==> src/rtl/serial_slave_port.sv <==
// Bit-serial bus slave endpoint: shifts in mode/address/write-data, strobes local storage, shifts read data back.
// Optional frame parity check enabled by defining SERIAL_SLAVE_PARITY_EN.
module serial_slave_port #(
  parameter int ADDR_WIDTH = 12,
  parameter int DATA_WIDTH = 8
) (
  input  logic                  clk,
  input  logic                  rst,
  input  logic                  m_valid,
  input  logic                  m_wdata,
  output logic                  s_ready,
  output logic                  s_valid,
  output logic                  s_rdata,
  input  logic                  m_ready,
  output logic                  s_err,
  output logic [ADDR_WIDTH-1:0] mem_addr,
  output logic [DATA_WIDTH-1:0] mem_wdata,
  output logic                  mem_wen,
  output logic                  mem_ren,
  input  logic [DATA_WIDTH-1:0] mem_rdata,
  input  logic                  mem_rvalid
);

  localparam int MAX_W = (ADDR_WIDTH > DATA_WIDTH) ? ADDR_WIDTH : DATA_WIDTH;
  localparam int CW    = $clog2(MAX_W) + 1;
  localparam logic [CW-1:0] ADDR_LAST = CW'(ADDR_WIDTH - 1);
  localparam logic [CW-1:0] DATA_LAST = CW'(DATA_WIDTH - 1);

  typedef enum logic [2:0] {
    IDLE,
    ADDR,
    WDATA,
`ifdef SERIAL_SLAVE_PARITY_EN
    PAR,
`endif
    WRITE,
    RREQ,
    RWAIT,
    RSEND
  } state_t;

  state_t                state;
  logic [CW-1:0]         cnt;
  logic                  mode;
  logic [ADDR_WIDTH-1:0] addr_sr;
  logic [DATA_WIDTH-1:0] wdata_sr;
  logic [DATA_WIDTH-1:0] rdata_sr;
  logic [ADDR_WIDTH-1:0] addr_next;
  logic [DATA_WIDTH-1:0] wdata_next;

  // Shift registers fill LSB first: new bit enters at the top.
  assign addr_next  = {m_wdata, addr_sr[ADDR_WIDTH-1:1]};
  assign wdata_next = {m_wdata, wdata_sr[DATA_WIDTH-1:1]};

`ifdef SERIAL_SLAVE_PARITY_EN
  logic parity_acc;
`else
  assign s_err = 1'b0;
`endif

  always_ff @(posedge clk) begin
    if (rst) begin
      state     <= IDLE;
      cnt       <= '0;
      mode      <= 1'b0;
      addr_sr   <= '0;
      wdata_sr  <= '0;
      rdata_sr  <= '0;
      s_ready   <= 1'b1;
      s_valid   <= 1'b0;
      s_rdata   <= 1'b0;
      mem_wen   <= 1'b0;
      mem_ren   <= 1'b0;
      mem_addr  <= '0;
      mem_wdata <= '0;
`ifdef SERIAL_SLAVE_PARITY_EN
      parity_acc <= 1'b0;
      s_err      <= 1'b0;
`endif
    end else begin
      mem_wen <= 1'b0;
      mem_ren <= 1'b0;
`ifdef SERIAL_SLAVE_PARITY_EN
      s_err   <= 1'b0;
`endif
      case (state)
        IDLE: if (m_valid) begin
          mode    <= m_wdata;
          cnt     <= '0;
          s_ready <= 1'b0;
          state   <= ADDR;
`ifdef SERIAL_SLAVE_PARITY_EN
          parity_acc <= m_wdata;
`endif
        end
        ADDR: if (m_valid) begin
          addr_sr <= addr_next;
          cnt     <= cnt + 1'b1;
`ifdef SERIAL_SLAVE_PARITY_EN
          parity_acc <= parity_acc ^ m_wdata;
`endif
          if (cnt == ADDR_LAST) begin
            cnt <= '0;
`ifdef SERIAL_SLAVE_PARITY_EN
            state <= mode ? WDATA : PAR;
`else
            if (mode) begin
              state <= WDATA;
            end else begin
              state    <= RREQ;
              mem_ren  <= 1'b1;
              mem_addr <= addr_next;
            end
`endif
          end
        end
        WDATA: if (m_valid) begin
          wdata_sr <= wdata_next;
          cnt      <= cnt + 1'b1;
`ifdef SERIAL_SLAVE_PARITY_EN
          parity_acc <= parity_acc ^ m_wdata;
`endif
          if (cnt == DATA_LAST) begin
            cnt <= '0;
`ifdef SERIAL_SLAVE_PARITY_EN
            state <= PAR;
`else
            state     <= WRITE;
            mem_wen   <= 1'b1;
            mem_addr  <= addr_sr;
            mem_wdata <= wdata_next;
`endif
          end
        end
`ifdef SERIAL_SLAVE_PARITY_EN
        // Even parity: the accumulated XOR of the frame must equal the parity bit.
        PAR: if (m_valid) begin
          cnt <= '0;
          if (parity_acc != m_wdata) begin
            state   <= IDLE;
            s_err   <= 1'b1;
            s_ready <= 1'b1;
          end else if (mode) begin
            state     <= WRITE;
            mem_wen   <= 1'b1;
            mem_addr  <= addr_sr;
            mem_wdata <= wdata_sr;
          end else begin
            state    <= RREQ;
            mem_ren  <= 1'b1;
            mem_addr <= addr_sr;
          end
        end
`endif
        WRITE: begin
          state   <= IDLE;
          cnt     <= '0;
          s_ready <= 1'b1;
        end
        RREQ, RWAIT: begin
          cnt <= '0;
          if (mem_rvalid) begin
            rdata_sr <= mem_rdata;
            s_rdata  <= mem_rdata[0];
            s_valid  <= 1'b1;
            state    <= RSEND;
          end else begin
            state <= RWAIT;
          end
        end
        RSEND: if (m_ready) begin
          cnt      <= cnt + 1'b1;
          rdata_sr <= rdata_sr >> 1;
          s_rdata  <= rdata_sr[1];
          if (cnt == DATA_LAST) begin
            cnt     <= '0;
            s_valid <= 1'b0;
            s_ready <= 1'b1;
            state   <= IDLE;
          end
        end
        default: begin
          state   <= IDLE;
          cnt     <= '0;
          s_ready <= 1'b1;
          s_valid <= 1'b0;
        end
      endcase
    end
  end

endmodule

==> config.mk <==
export PLATFORM = sky130hd
export DESIGN_NAME = serial_slave_port
export DESIGN_NICKNAME = d
export VERILOG_FILES = /design/src/rtl/serial_slave_port.sv
export SDC_FILE = /design/constraint.sdc
export NUM_CORES = 1
export LEC_CHECK = 0
export ABC_AREA = 1
export CORE_MARGIN = 4
export CORE_UTILIZATION = 45
export CTS_BUF_LIST = sky130_fd_sc_hd__clkbuf_8
export CTS_CLUSTER_SIZE = 20
export DETAILED_ROUTE_END_ITERATION = 12
export GPL_TIMING_DRIVEN = 0
export PLACE_DENSITY_LB_ADDON = 0.05
export SLEW_MARGIN = 20
export SYNTH_ARGS = -nofsm -noshare
export SYNTH_HDL_FRONTEND = slang
export SYNTH_SLANG_ARGS = --single-unit
==> constraint.sdc <==
create_clock -name clk -period 1.7 [get_ports clk]
set_input_delay 0.255 -clock clk [delete_from_list [all_inputs] [get_ports clk]]
set_output_delay 0.255 -clock clk [all_outputs]
set_load 0.01 [all_outputs]
Yosys cells after proc, flatten, opt, wreduce, memory -nomap -nowiden
Index checks and enable logic that the tools add are counted.
{ "word_totals": {"regBits": 62, "in_bits": 14, "elab_cells": 94, "output_inout_bits": 26} }
{ "op_classes": {"n_bitwise": 6, "eq_ne": 17, "reduce_logical": 18, "add_sub_neg": 1, "muxes": 39} }
{ "op_table": {"columns": ["operator", "count"], "rows": [
  ["$mux W12", 5],
  ["$mux W5", 6],
  ["$mux W3", 8],
  ["$pmux W12 S2", 1],
  ["$pmux W5 S4", 1],
  ["$ne A2 B2 Y1 const B", 9],
  ["$mux W8", 2],
  ["$pmux W8 S2", 1],
  ["$pmux W3 S5", 1],
  ["$reduce_and A4 Y1", 3],
  ["$reduce_or A4 Y1", 3],
  ["$mux W1", 10],
  ["$eq A3 B3 Y1 const B", 3],
  ["$reduce_and A7 Y1", 1],
  ["$eq A3 B2 Y1 const B", 2],
  ["$not A1 Y1", 6],
  ["$pmux W1 S3", 2],
  ["$reduce_and A2 Y1", 3],
  ["$reduce_and A3 Y1", 2],
  ["$reduce_and A6 Y1", 1],
  ["$add A5 B1 Y5 const B", 1],
  ["$eq A5 B3 Y1 const B", 1],
  ["$eq A5 B4 Y1 const B", 1],
  ["$reduce_bool A2 Y1", 2],
  ["other kinds (6)", 6]
]} }

Depth between registers and ports, before layout
Gate-level depths: netlist of the first run.
{ "depth": {"ltp_word": 4, "mapped_depth": 12, "depth_no_buf": 11} }

Least setup slack after synthesis of the first run
OpenSTA, ideal clock, no wires.
{ "synth_timing": {"kind": "register to register", "from": "register cnt[0]", "to": "register mem_addr[10]", "path_buffers": 1, "setup_ns": 0.113, "stages_incl_launch_ff": 10, "required_time_ns": 1.587, "slack_ns": 0.189, "t_arrival_ns": 1.399, "synth_period_minus_slack_ns": 1.511, "cell_sequence": "dfxtp_1 -> ha_1 -> nand2_1 -> inv_1 -> nand2_1 -> o21ai_0 -> nand2_2 -> buf_4 -> nor2_1 -> nor2_1"} }
{ "synth_via": {"elab_chain_len": 3, "word_cells_on_any_way": 5, "cone_classes": "eq/ne: 4; reduce/logical: 1"} }
{ "synth_lines": {"columns": ["element", "line", "source"], "rows": [
  ["start: declaration", "43", "logic [CW-1:0] cnt;"],
  ["start signal: assignment", "98", "cnt <= cnt + 1'b1;"],
  ["start signal: assignment", "119", "cnt <= cnt + 1'b1;"],
  ["start signal: assignment", "172", "cnt <= cnt + 1'b1;"],
  ["$eq A5 B3 Y1 / $eq A5 B4 Y1 (equally long branches)", "123, 102", null],
  ["$ne A2 B2 Y1 (no line)", null, null],
  ["$reduce_and A6 Y1 (no line) (*)", null, null],
  ["end signal: assignment", "112", "mem_addr <= addr_next;"],
  ["end signal: assignment", "130", "mem_addr <= addr_sr;"],
  ["end: declaration", "16", "output logic [ADDR_WIDTH-1:0] mem_addr,"]
]} }
Mark *: on every way between the ends. The rest lies on a longest branch, timed or not.
A chain may end at the register's enable or synchronous reset.

Worst setup path after layout of the first run
{ "layout_timing": {"from": "register state[0]", "to": "register state[1]"} }
{ "layout_via": {"elab_chain_len": 3, "word_cells_on_any_way": 16, "cone_classes": "eq/ne: 12; mux: 1; reduce/logical: 3"} }
{ "layout_lines": {"columns": ["element", "line", "source"], "rows": [
  ["start: declaration", "42", "state_t state;"],
  ["start signal: assignment", "63", "state <= IDLE;"],
  ["start signal: assignment", "91", "state <= ADDR;"],
  ["start signal: assignment", "108", "state <= WDATA;"],
  ["$eq A3 B2 Y1, or another cell as far along", "86", "case (state)"],
  ["$ne A2 B2 Y1 (no line) / $reduce_or A2 Y1 (equally long branches)", null, null],
  ["$reduce_and A7 Y1 (no line) / $pmux W3 S5 (equally long branches)", null, null]
]} }
Parallel ways exist; a longest one is shown, timed or not.

==> results_dict.tcl, run 1 <==
set metrics [dict create \
    die_y_um 85.57 \
    antenna_left 0 \
    clk_path_buf_depth 2 \
    nFillCells 547 \
    fin_crit_sh_pct 93.16 \
    setup-violations-final 0 \
    htree_levels 3 \
    min-delay-path-class "in2reg" \
    cpMostUsedCell "nand2_1" \
    grt_antenna_before_repair 0 \
    worst_path_max_delay_cell "dfxtp_1" \
    clk_pin_slew_ns 0.07 \
    drive_gt1_share_pct 10.94 \
    met3_length_um 283 \
    drtIter0Drc 157 \
    path_class "reg2reg" \
    synth-compound-area-share_pct 18.30 \
    drc 0 \
    crit_chain "inv_2 -> nand2_1 -> nor2_4 -> nand2_1 -> nand2_1 -> nor2_1 -> nand2_1 -> nand2_1 -> nand2_1 -> nor2_1" \
    cp.arrival_ns 1.85 \
    port_buffers 37 \
    cts_tree "done" \
    io_pins 40 \
    status "complete, no violations" \
    p_comb_share_pct 38.4 \
    sw_frac_of_total_pct 37.14 \
    crit_end "state[1]" \
    track_usage_pct 19.16 \
    worstReg2RegEnd "state[1]" \
    grt_max_degree 11 \
    power_leakage_nw 1.518 \
    timing.final.hold_violations 0 \
    rsz0062_at_grt "yes" \
    wl_um 6559 \
    startpoint_type "flip-flop" \
    die_x_um 85.57 \
    crit_required_ns 1.96 \
    worstSetupStartpoint "state[0]" \
    power_frac_seq_pct 35.3 \
    synth-simple-area-share_pct 25.79 \
    ys_seq_area_share_pct 44.36 \
    antenna_cells 0 \
    syn_area_mm2 0.002708 \
    syn2layout_area_growth_pct 27.54 \
    slowest_delay_ns 0.41 \
    initial_core_util_pct 47.71 \
    synth_top_family_by_area "simple AND/OR/NAND/NOR gates" \
    power_frac_clock_pct 26.4 \
    critPathCaptureType "flip-flop" \
    via_per_inst 4.944 \
    dr_total_vias 2571 \
    ff2ff_setup_slack_ns 0.12 \
    wl_met1_um 3209 \
    peakVddDrop_mv 0.7503 \
    skew_ns 0.01010 \
    final.min_clock_period_ns 1.584 \
    power_mw 5.491 \
    cts-root-buf "clkbuf_8" \
    rr_worst_depth 10 \
    cts_sinks 60 \
    syn_area_per_cell_um2 6.855 \
    grt_pass1_wl_um 11230 \
    r2r-start "state[0]" \
    top_layer "met4" \
    max_cap_viol_count 0 \
    drv_slew 0 \
    synthCells 395 \
    ys_seq_elements 60 \
    die-area_mm2 0.007322 \
    insertion_delay_ns 0.33 \
    synth-xor-area-share_pct 0 \
    p_int_mw 3.451 \
    first_global_vias 2411 \
    synth_nets 410 \
    dr.pass1.iters 4 \
    wl_per_cell_um 12.61 \
    ys_warn_count 0 \
    hpwl_um 4592 \
    powerDensity_mw_per_mm2 1590 \
    coreArea_mm2 0.005675 \
    overflow 0 \
    holdWs_ns 0.3359 \
    synthAdderAreaFrac_pct 0.4621 \
    path_max_fanout 10 \
    row_count 27 \
    wl_met2_um 2967 \
    cts_made_buffers 9 \
    switchingPower_mw 2.039 \
    nets 459 \
    ys_types 26 \
    muxShareOfSynthArea_pct 0 \
    gp_congestion 0.9534 \
    max_freq_mhz 631.4 \
]
[stage by stage]
| stage | TNS [ns] | utilization, % | cell area (um2) | worst slack [ns] | cells |
|---|---|---|---|---|---|
| floorplan | 0 | - | 2708 | 0.1887 | 395 |
| global placement | -2.038 | 55.82 | 3168 | -0.1573 | 504 |
| detailed placement | -1.478 | 55.82 | 3168 | -0.1099 | 504 |
| CTS | 0 | 60.05 | 3408 | 0.03608 | 519 |
| global route | -0.1302 | 60.85 | 3453 | -0.03133 | 520 |
| finish | 0 | 60.85 | 3453 | 0.1163 | 520 |
[area by class of cell]
class,count,area (um2),share of cell area (%)
Buffer,16,110.1,3.188
Clock buffer,11,151.4,4.384
Clock inverter,4,72.57,2.101
Inverter,50,187.7,5.435
Multi-Input combinational cell,269,1256,36.38
Sequential cell,60,1207,34.96
Tap cell,72,90.09,2.609
Timing Repair Buffer,38,377.9,10.94
[power by group through the flow]
stage,Sequential (mW),Clock [mW],Combinational [mW]
floorplan,1.97,0,1.35
global placement,1.94,0,2.00
detailed placement,1.94,0,2.02
CTS,1.92,1.47,2.05
global route,1.98,1.55,2.42
finish,1.94,1.45,2.11
[worst min-delay path by stage]
stage | slack, ns | endpoint | start | depth (start not counted)
2_1_floorplan | 0.40 | rdata_sr[7] | mem_rdata[7] | 2
3_3_place_gp | 0.44 | rdata_sr[0] | rdata_sr[0] | 2
3_5_place_dp | 0.44 | rdata_sr[0] | rdata_sr[0] | 2
4_1_cts | 0.34 | mem_wen | rst | 2
5_1_grt | 0.38 | mem_wen | rst | 2
6_report | 0.34 | mem_wen | rst | 2
[worst max-delay path, delay by kind of cell, from the launching register on]
| family | cells | cell delay [ns] |
|---|---|---|
| and+or+nand+nor | 9 | 1.00 |
| buffers and inverters | 1 | 0.11 |
| DFF | 1 | 0.41 |
[placed cells by master, fill, tap and decap left out, types with 4 or more instances in the layout]
cell type and n:
clkbuf_8 11, nor2_1 63, buf_6 5, dfxtp_1 57
nand2_1 85, a21oi_1 33, inv_1 46, nand2_2 6
nand3_1 10, clkdlybuf4s50_1 37, inv_2 4, o21ai_0 53
clkbuf_1 5
[cells in the mapped netlist]
cell      instances  share of area (%)
nand2_1          88                 12
nor2_1           63                8.7
dfxtp_1          60                 44
o21ai_0          54                 10
inv_1            48                6.7
a21oi_1          33                6.1
nand3_1          11                2.0
clkbuf_1          6               0.83
buf_6             5                2.1
a211oi_1          3               0.83
buf_2             3               0.55
nand2_2           3               0.69
nor2_2            3               0.69
buf_4             2               0.55
inv_2             2               0.28
a21boi_0          1               0.28
a31oi_1           1               0.23
conb_1            1               0.14
ha_1              1               0.46
nor2_4            1               0.42
nor3_1            1               0.18
nor3_4            1               0.60
nor4_1            1               0.23
o211ai_1          1               0.28
o21ai_2           1               0.32
o21bai_1          1               0.28
[registers in the layout, summed over array words and instances, names as in the netlist]
signal     cells
cnt            5
addr_sr       12
mode           1
wdata_sr       7
mem_wen        1
rdata_sr       8
mem_ren        1
s_ready        1
mem_addr      12
state          3
s_valid        1
mem_wdata      8
[cells by family (layout without fill, tap and decap cells)]
group | count (synthesis) | count (layout)
AND/OR/NAND/NOR | 172 | 172
buffers and inverters | 66 | 119
adder cells (fa/ha/maj) | 1 | 1
AO/OA/AOI/OAI | 95 | 95
flip-flops | 60 | 60
other | 1 | 1
[repair_timing]
item | CTS | global route
hold buffers | 0 | 0
pin swaps | 0 | 1
resized for setup | 6 | 13
setup endpoints to repair | 17 | 33
cloned | 0 | 0
setup buffers | 0 | 1
[metal layers]
layer | up-vias | global-route usage (%)
met1 | 1158 | 25.83
met3 | 12 | 4.227
met2 | 53 | 29.94
li1 | 1348 | -
met4 | 0 | 7.338
met5 | - | 0
(Power assumes the default switching activity.)
==> inputs of run 2 (changes only) <==
--- a/config.mk
+++ b/config.mk
@@ -8,11 +8,11 @@
 export ABC_AREA = 1
 export CORE_MARGIN = 4
 export CORE_UTILIZATION = 45
-export CTS_BUF_LIST = sky130_fd_sc_hd__clkbuf_8
 export CTS_CLUSTER_SIZE = 20
 export DETAILED_ROUTE_END_ITERATION = 12
 export GPL_TIMING_DRIVEN = 0
 export PLACE_DENSITY_LB_ADDON = 0.05
+export SETUP_SLACK_MARGIN = 0.05
 export SLEW_MARGIN = 20
 export SYNTH_ARGS = -nofsm -noshare
 export SYNTH_HDL_FRONTEND = slang
==> run 2 against run 1 <==
Effect of this change:
- core utilization up 1.1 points
- wire length up 0.29%
- count of clock-buffer cells in the layout unchanged
- worst setup slack better by 0.042 ns
- critical path type unchanged
- highest routed layer unchanged
==> results_dict.tcl, run 2 (synthesis gave the netlist of run 1 again) <==
set metrics [dict create \
    initial_core_util_pct 47.71 \
    final.min_clock_period_ns 1.541 \
    max_freq_mhz 648.8 \
    cp.arrival_ns 1.80 \
    die_y_um 85.57 \
    io_pins 40 \
    hpwl_um 4592 \
    setup-violations-final 0 \
    antenna_left 0 \
    grt_antenna_before_repair 0 \
    drv_slew 0 \
    cts-root-buf "clkbuf_8" \
    hold_end "mem_wen" \
    startpoint_type "flip-flop" \
    layout_commonest_cell "nand2_1" \
    clk_path_buf_depth 2 \
    wl_um 6578 \
    cts_tree "done" \
    overflow 0 \
    slowest_delay_ns 0.38 \
    port_buffers 37 \
    reg_top3 "addr_sr x12, mem_addr x12" \
    rr_worst_depth 11 \
    dp.cells 504 \
    drc 0 \
    setup_ws_ns 0.1587 \
    grt_pass1_wl_um 11260 \
    min-delay-path-class "in2reg" \
    rsz0062_at_grt "yes" \
    drtIter0Drc 127 \
    pre_cts_slack_ns -0.1099 \
    peakVddDrop_mv 0.6928 \
    worst_path_max_delay_cell "dfxtp_4" \
    powerDensity_mw_per_mm2 1587 \
    cts_sinks 60 \
    crit_required_ns 1.96 \
    gp_congestion 0.9534 \
    min_from "rst" \
    syn2layout_area_growth_pct 29.94 \
    insertion_delay_ns 0.33 \
    die-area_mm2 0.007322 \
    status "complete, no violations" \
    crit_family "simple AND/OR/NAND/NOR gates" \
    die_x_um 85.57 \
    antenna_cells 0 \
    power_leakage_nw 1.547 \
    first_global_vias 2414 \
    crit_chain "ha_4 -> nand2_1 -> inv_2 -> nand2_2 -> nand2_1 -> nand2_1 -> nor2_1 -> nand2_1 -> nand2_1 -> nand2_1 -> nor2_1" \
    clk_pin_slew_ns 0.07 \
    critPathBufInv 1 \
    cts_made_buffers 9 \
    max_cap_viol_count 0 \
    row_count 27 \
    track_usage_pct 19.22 \
    timing.final.hold_violations 0 \
    coreArea_mm2 0.005675 \
    drive_gt1_share_pct 12.56 \
    path_max_fanout 4 \
    stdcell_count 526 \
    grt_max_degree 11 \
    fin_util_pct 61.99 \
    dr_total_vias 2589 \
    wl_per_cell_um 12.51 \
    hold_depth 2 \
    via_per_inst 4.922 \
    critPathCaptureType "flip-flop" \
    nets 465 \
    nFillCells 533 \
    setup-tns-final_ns 0 \
    layout_common_cells "nand2_1 (85), nor2_1 (61), dfxtp_1 (57)" \
    path_class "reg2reg" \
    skew_ns 0.007986 \
    ff2ff_setup_slack_ns 0.16 \
    r2r-start "cnt[0]" \
    worstReg2RegEnd "state[1]" \
    dr.pass1.iters 4 \
    cpMostUsedCell "nand2_1" \
    fin_crit_sh_pct 90.67 \
    htree_levels 3 \
]
==> run 2: changes by cell type in the layout (fill, tap and decap cells not counted), sizes merged <==
cell / delta
buf: +6
==> run 2: worst max path at each step <==
stage                  start            to  slack [ns]  depth (start not counted)
global placement     m_valid   mem_addr[5]       -0.16                          9
CTS                   cnt[1]   mem_addr[5]        0.06                          9
floorplan             cnt[0]  mem_addr[10]        0.19                          9
global route        state[2]  mem_wdata[1]       0.005                          8
finish                cnt[0]      state[1]        0.16                         11
detailed placement    cnt[0]   mem_addr[5]       -0.11                          9
==> run 2: worst reg2reg max path, stage by stage, from the launching register on <==
cell	delay, ns
dfxtp_4	0.38
ha_4	0.15
nand2_1	0.08
inv_2	0.10
nand2_2	0.11
nand2_1	0.09
nand2_1	0.05
nor2_1	0.15
nand2_1	0.14
nand2_1	0.08
nand2_1	0.04
nor2_1	0.09
==> run 2: final cells by class <==
type	count	area (um2)	share of cell area [%]
buffer	16	110.1	3.129
clock buffer	11	151.4	4.303
clock inverter	4	72.57	2.063
inverter	50	190.2	5.405
multi-input combinational	269	1274	36.20
sequential	60	1207	34.32
tap	72	90.09	2.560
timing repair buffer	44	422.9	12.02
==> run 2: repair_timing <==
action                     CTS  global route
buffers inserted             1             6
hold buffers                 0             0
pin swaps                    1             6
hold endpoints to repair     0             0
setup endpoints to repair   24            38
gates resized for setup      7            20
==> run 2: power breakdown <==
group | internal, mW | switching, mW
registers | 1.72 | 0.214
clock network | 0.895 | 0.544
logic | 0.906 | 1.30
total | 3.52 | 2.06
==> run 2: metal layers <==
layer / vias up / global-route usage [%] / wire, um
li1: 1364 / - / -
met1: 1154 / 25.83 / 3242
met2: 61 / 30.16 / 2959
met3: 10 / 4.227 / 287
met4: 0 / 7.338 / 89
met5: - / 0 / 0
==> run 2: through the flow <==
step	instance area (um2)	power, mW	hold WS, ns
finish	3518	5.585	0.3451
global route	3518	6.056	0.3786
CTS	3417	5.465	0.3389
detailed placement	3168	3.962	0.4380
global placement	3168	3.932	0.4389
floorplan	2708	3.320	0.4024
==> inputs of run 3 (changes only) <==
--- a/config.mk
+++ b/config.mk
@@ -10,7 +10,6 @@
 export CORE_UTILIZATION = 45
 export CTS_CLUSTER_SIZE = 20
 export DETAILED_ROUTE_END_ITERATION = 12
-export GPL_TIMING_DRIVEN = 0
 export PLACE_DENSITY_LB_ADDON = 0.05
 export SETUP_SLACK_MARGIN = 0.05
 export SLEW_MARGIN = 20
==> constraint.sdc (replaced) <==
create_clock -name clk -period 1.7 [get_ports clk]
set_input_delay 0.17 -clock clk [delete_from_list [all_inputs] [get_ports clk]]
set_output_delay 0.17 -clock clk [all_outputs]
set_load 0.01 [all_outputs]
==> run 3 against run 2 <==
Effect of this change:
- die area stayed put
- cell count shrank 0.95%
- hold slack gained 0.076 ns
- combinational power down 6%
- register-to-register slack improved by 0.02 ns
- sequential power about the same
- sequential share of layout area is 0.21 points higher
- count of clock-buffer cells in the layout up 1
- worst setup slack improved by 0.024 ns
- critical path type unchanged
==> results_dict.tcl, run 3 (synthesis gave the netlist of run 1 again) <==
set metrics [dict create \
    status "complete, no violations" \
    clk_path_buf_depth 2 \
    power_frac_clock_pct 25.3 \
    postLayoutCellArea_mm2 0.003490 \
    dr.pass1.iters 4 \
    switchingPower_mw 1.982 \
    die_x_um 85.57 \
    hpwl_um 4116 \
    first_global_vias 2273 \
    min-delay-path-class "in2reg" \
    critPathCaptureType "flip-flop" \
    seqCellArea_mm2 0.001205 \
    holdWs_ns 0.4209 \
    stdcell_count 521 \
    dr_total_vias 2546 \
    drv_slew 0 \
    path_max_fanout 4 \
    cts-root-buf "clkbuf_8" \
    htree_levels 3 \
    max_cap_viol_count 0 \
    p_int_mw 3.371 \
    grt_pass1_wl_um 10160 \
    peakVddDrop_mv 1.073 \
    io_pins 40 \
    track_usage_pct 17.33 \
    max_freq_mhz 658.9 \
    coreArea_mm2 0.005675 \
    crit_required_ns 1.94 \
    wl_um 5987 \
    skew_ns 0.008070 \
    cts_hold_buf 0 \
    final.min_clock_period_ns 1.518 \
    drc 0 \
    sw_frac_of_total_pct 37.03 \
    startpoint_type "flip-flop" \
    initial_core_util_pct 47.71 \
    grt_max_degree 53 \
    syn2layout_area_growth_pct 28.88 \
    layout_common_cells "nand2_1 (85), nor2_1 (61), dfxtp_1 (57)" \
    antenna_left 0 \
    cts_sinks 60 \
    insertion_delay_ns 0.34 \
    setup_ws_ns 0.1822 \
    drtIter0Drc 184 \
    cts_made_buffers 9 \
    row_count 27 \
    grt_antenna_before_repair 0 \
    setup-violations-final 0 \
    die-area_mm2 0.007322 \
    via_per_inst 4.887 \
    place_area_mm2 0.003207 \
    fin_crit_sh_pct 89.28 \
    nets 460 \
    multiInputGateArea_mm2 0.001256 \
    wl_per_cell_um 11.49 \
    nFillCells 540 \
    cts_tree "done" \
    timing.final.hold_violations 0 \
    powerDensity_mw_per_mm2 1534 \
    rsz0062_at_grt "no" \
    power_leakage_nw 1.547 \
    clk_pin_slew_ns 0.07 \
    overflow 0 \
    antenna_cells 0 \
    reg_top3 "addr_sr x12, mem_addr x12" \
    layout_commonest_cell "nand2_1" \
    power_frac_seq_pct 36.0 \
    ff2ff_setup_slack_ns 0.18 \
    port_buffers 38 \
    pre_cts_slack_ns 0.06237 \
    die_y_um 85.57 \
    drive_gt1_share_pct 12.47 \
    cp.arrival_ns 1.75 \
    dp.cells 504 \
    gp_congestion 0.8935 \
    path_class "reg2reg" \
    setup-tns-final_ns 0 \
    p_comb_share_pct 38.7 \
]
run 3: cell types whose count changed in the layout (fill, tap and decap cells not counted), moves of 3 or more:
cell / previous run / this run
o21ai_0: 50 / 53
buf_4: 9 / 13
nor2_4: 4 / 1
buf_2: 3 / 0
clkbuf_1: 5 / 0
buf_6: 5 / 2
nor2_2: 2 / 5
run 3: repair_timing:
action,4_1_cts,5_1_grt
setup endpoints to repair,0,37
setup buffers,0,2
resized for setup,0,18
run 3: final timing paths:
check                 endpoint  cells past startpoint    startpoint
setup / recovery  mem_wdata[6]                      8        cnt[0]
hold / removal     rdata_sr[7]                      3  mem_rdata[7]
setup reg to reg  mem_wdata[6]                      8        cnt[0]
hold reg to reg    rdata_sr[0]                      2   rdata_sr[0]
run 3: through the flow:
stage,util [%],power (mW)
final,61.49,5.353
after global routing,61.49,5.823
after CTS,60.21,5.336
after detailed placement,56.50,3.961
after global placement,56.50,3.937
after floorplan,-,3.320
run 3: routing by layer:
| layer | vias to the layer above | routed length (um) | track usage, % | share of wire [%] |
|---|---|---|---|---|
| met1 | 1128 | 2913 | 22.68 | 49 |
| li1 | 1341 | - | - | - |
| met2 | 68 | 2647 | 26.62 | 44 |
| met5 | - | 0 | 0 | 0 |
| met4 | 0 | 73 | 6.043 | 1.2 |
| met3 | 9 | 352 | 5.956 | 5.9 |
run 3: final cells by class:
cell class | instances | share of cell area, %
Tap cell | 72 | 2.582
Multi-Input combinational cell | 269 | 36.00
Clock inverter | 3 | 1.291
Timing Repair Buffer | 55 | 15.49
Clock buffer | 12 | 4.733
Sequential cell | 60 | 34.53
Inverter | 50 | 5.378
run 3: critical path: stages (launching register included):
cell and delay, ns:
dfxtp_2 0.37, ha_4 0.15, nand2_1 0.07, inv_1 0.09, nand2_2 0.10, nor3_4 0.28, inv_1 0.14, o21ai_0 0.18
nor2_1 0.05
run 3: power groups by stage:
stage,clock (mW),sequential (mW),combinational (mW)
final,1.35,1.93,2.07
after global placement,0,1.94,1.99
after CTS,1.39,1.92,2.03
after global routing,1.46,1.97,2.39
after detailed placement,0,1.95,2.01
after floorplan,0,1.97,1.35
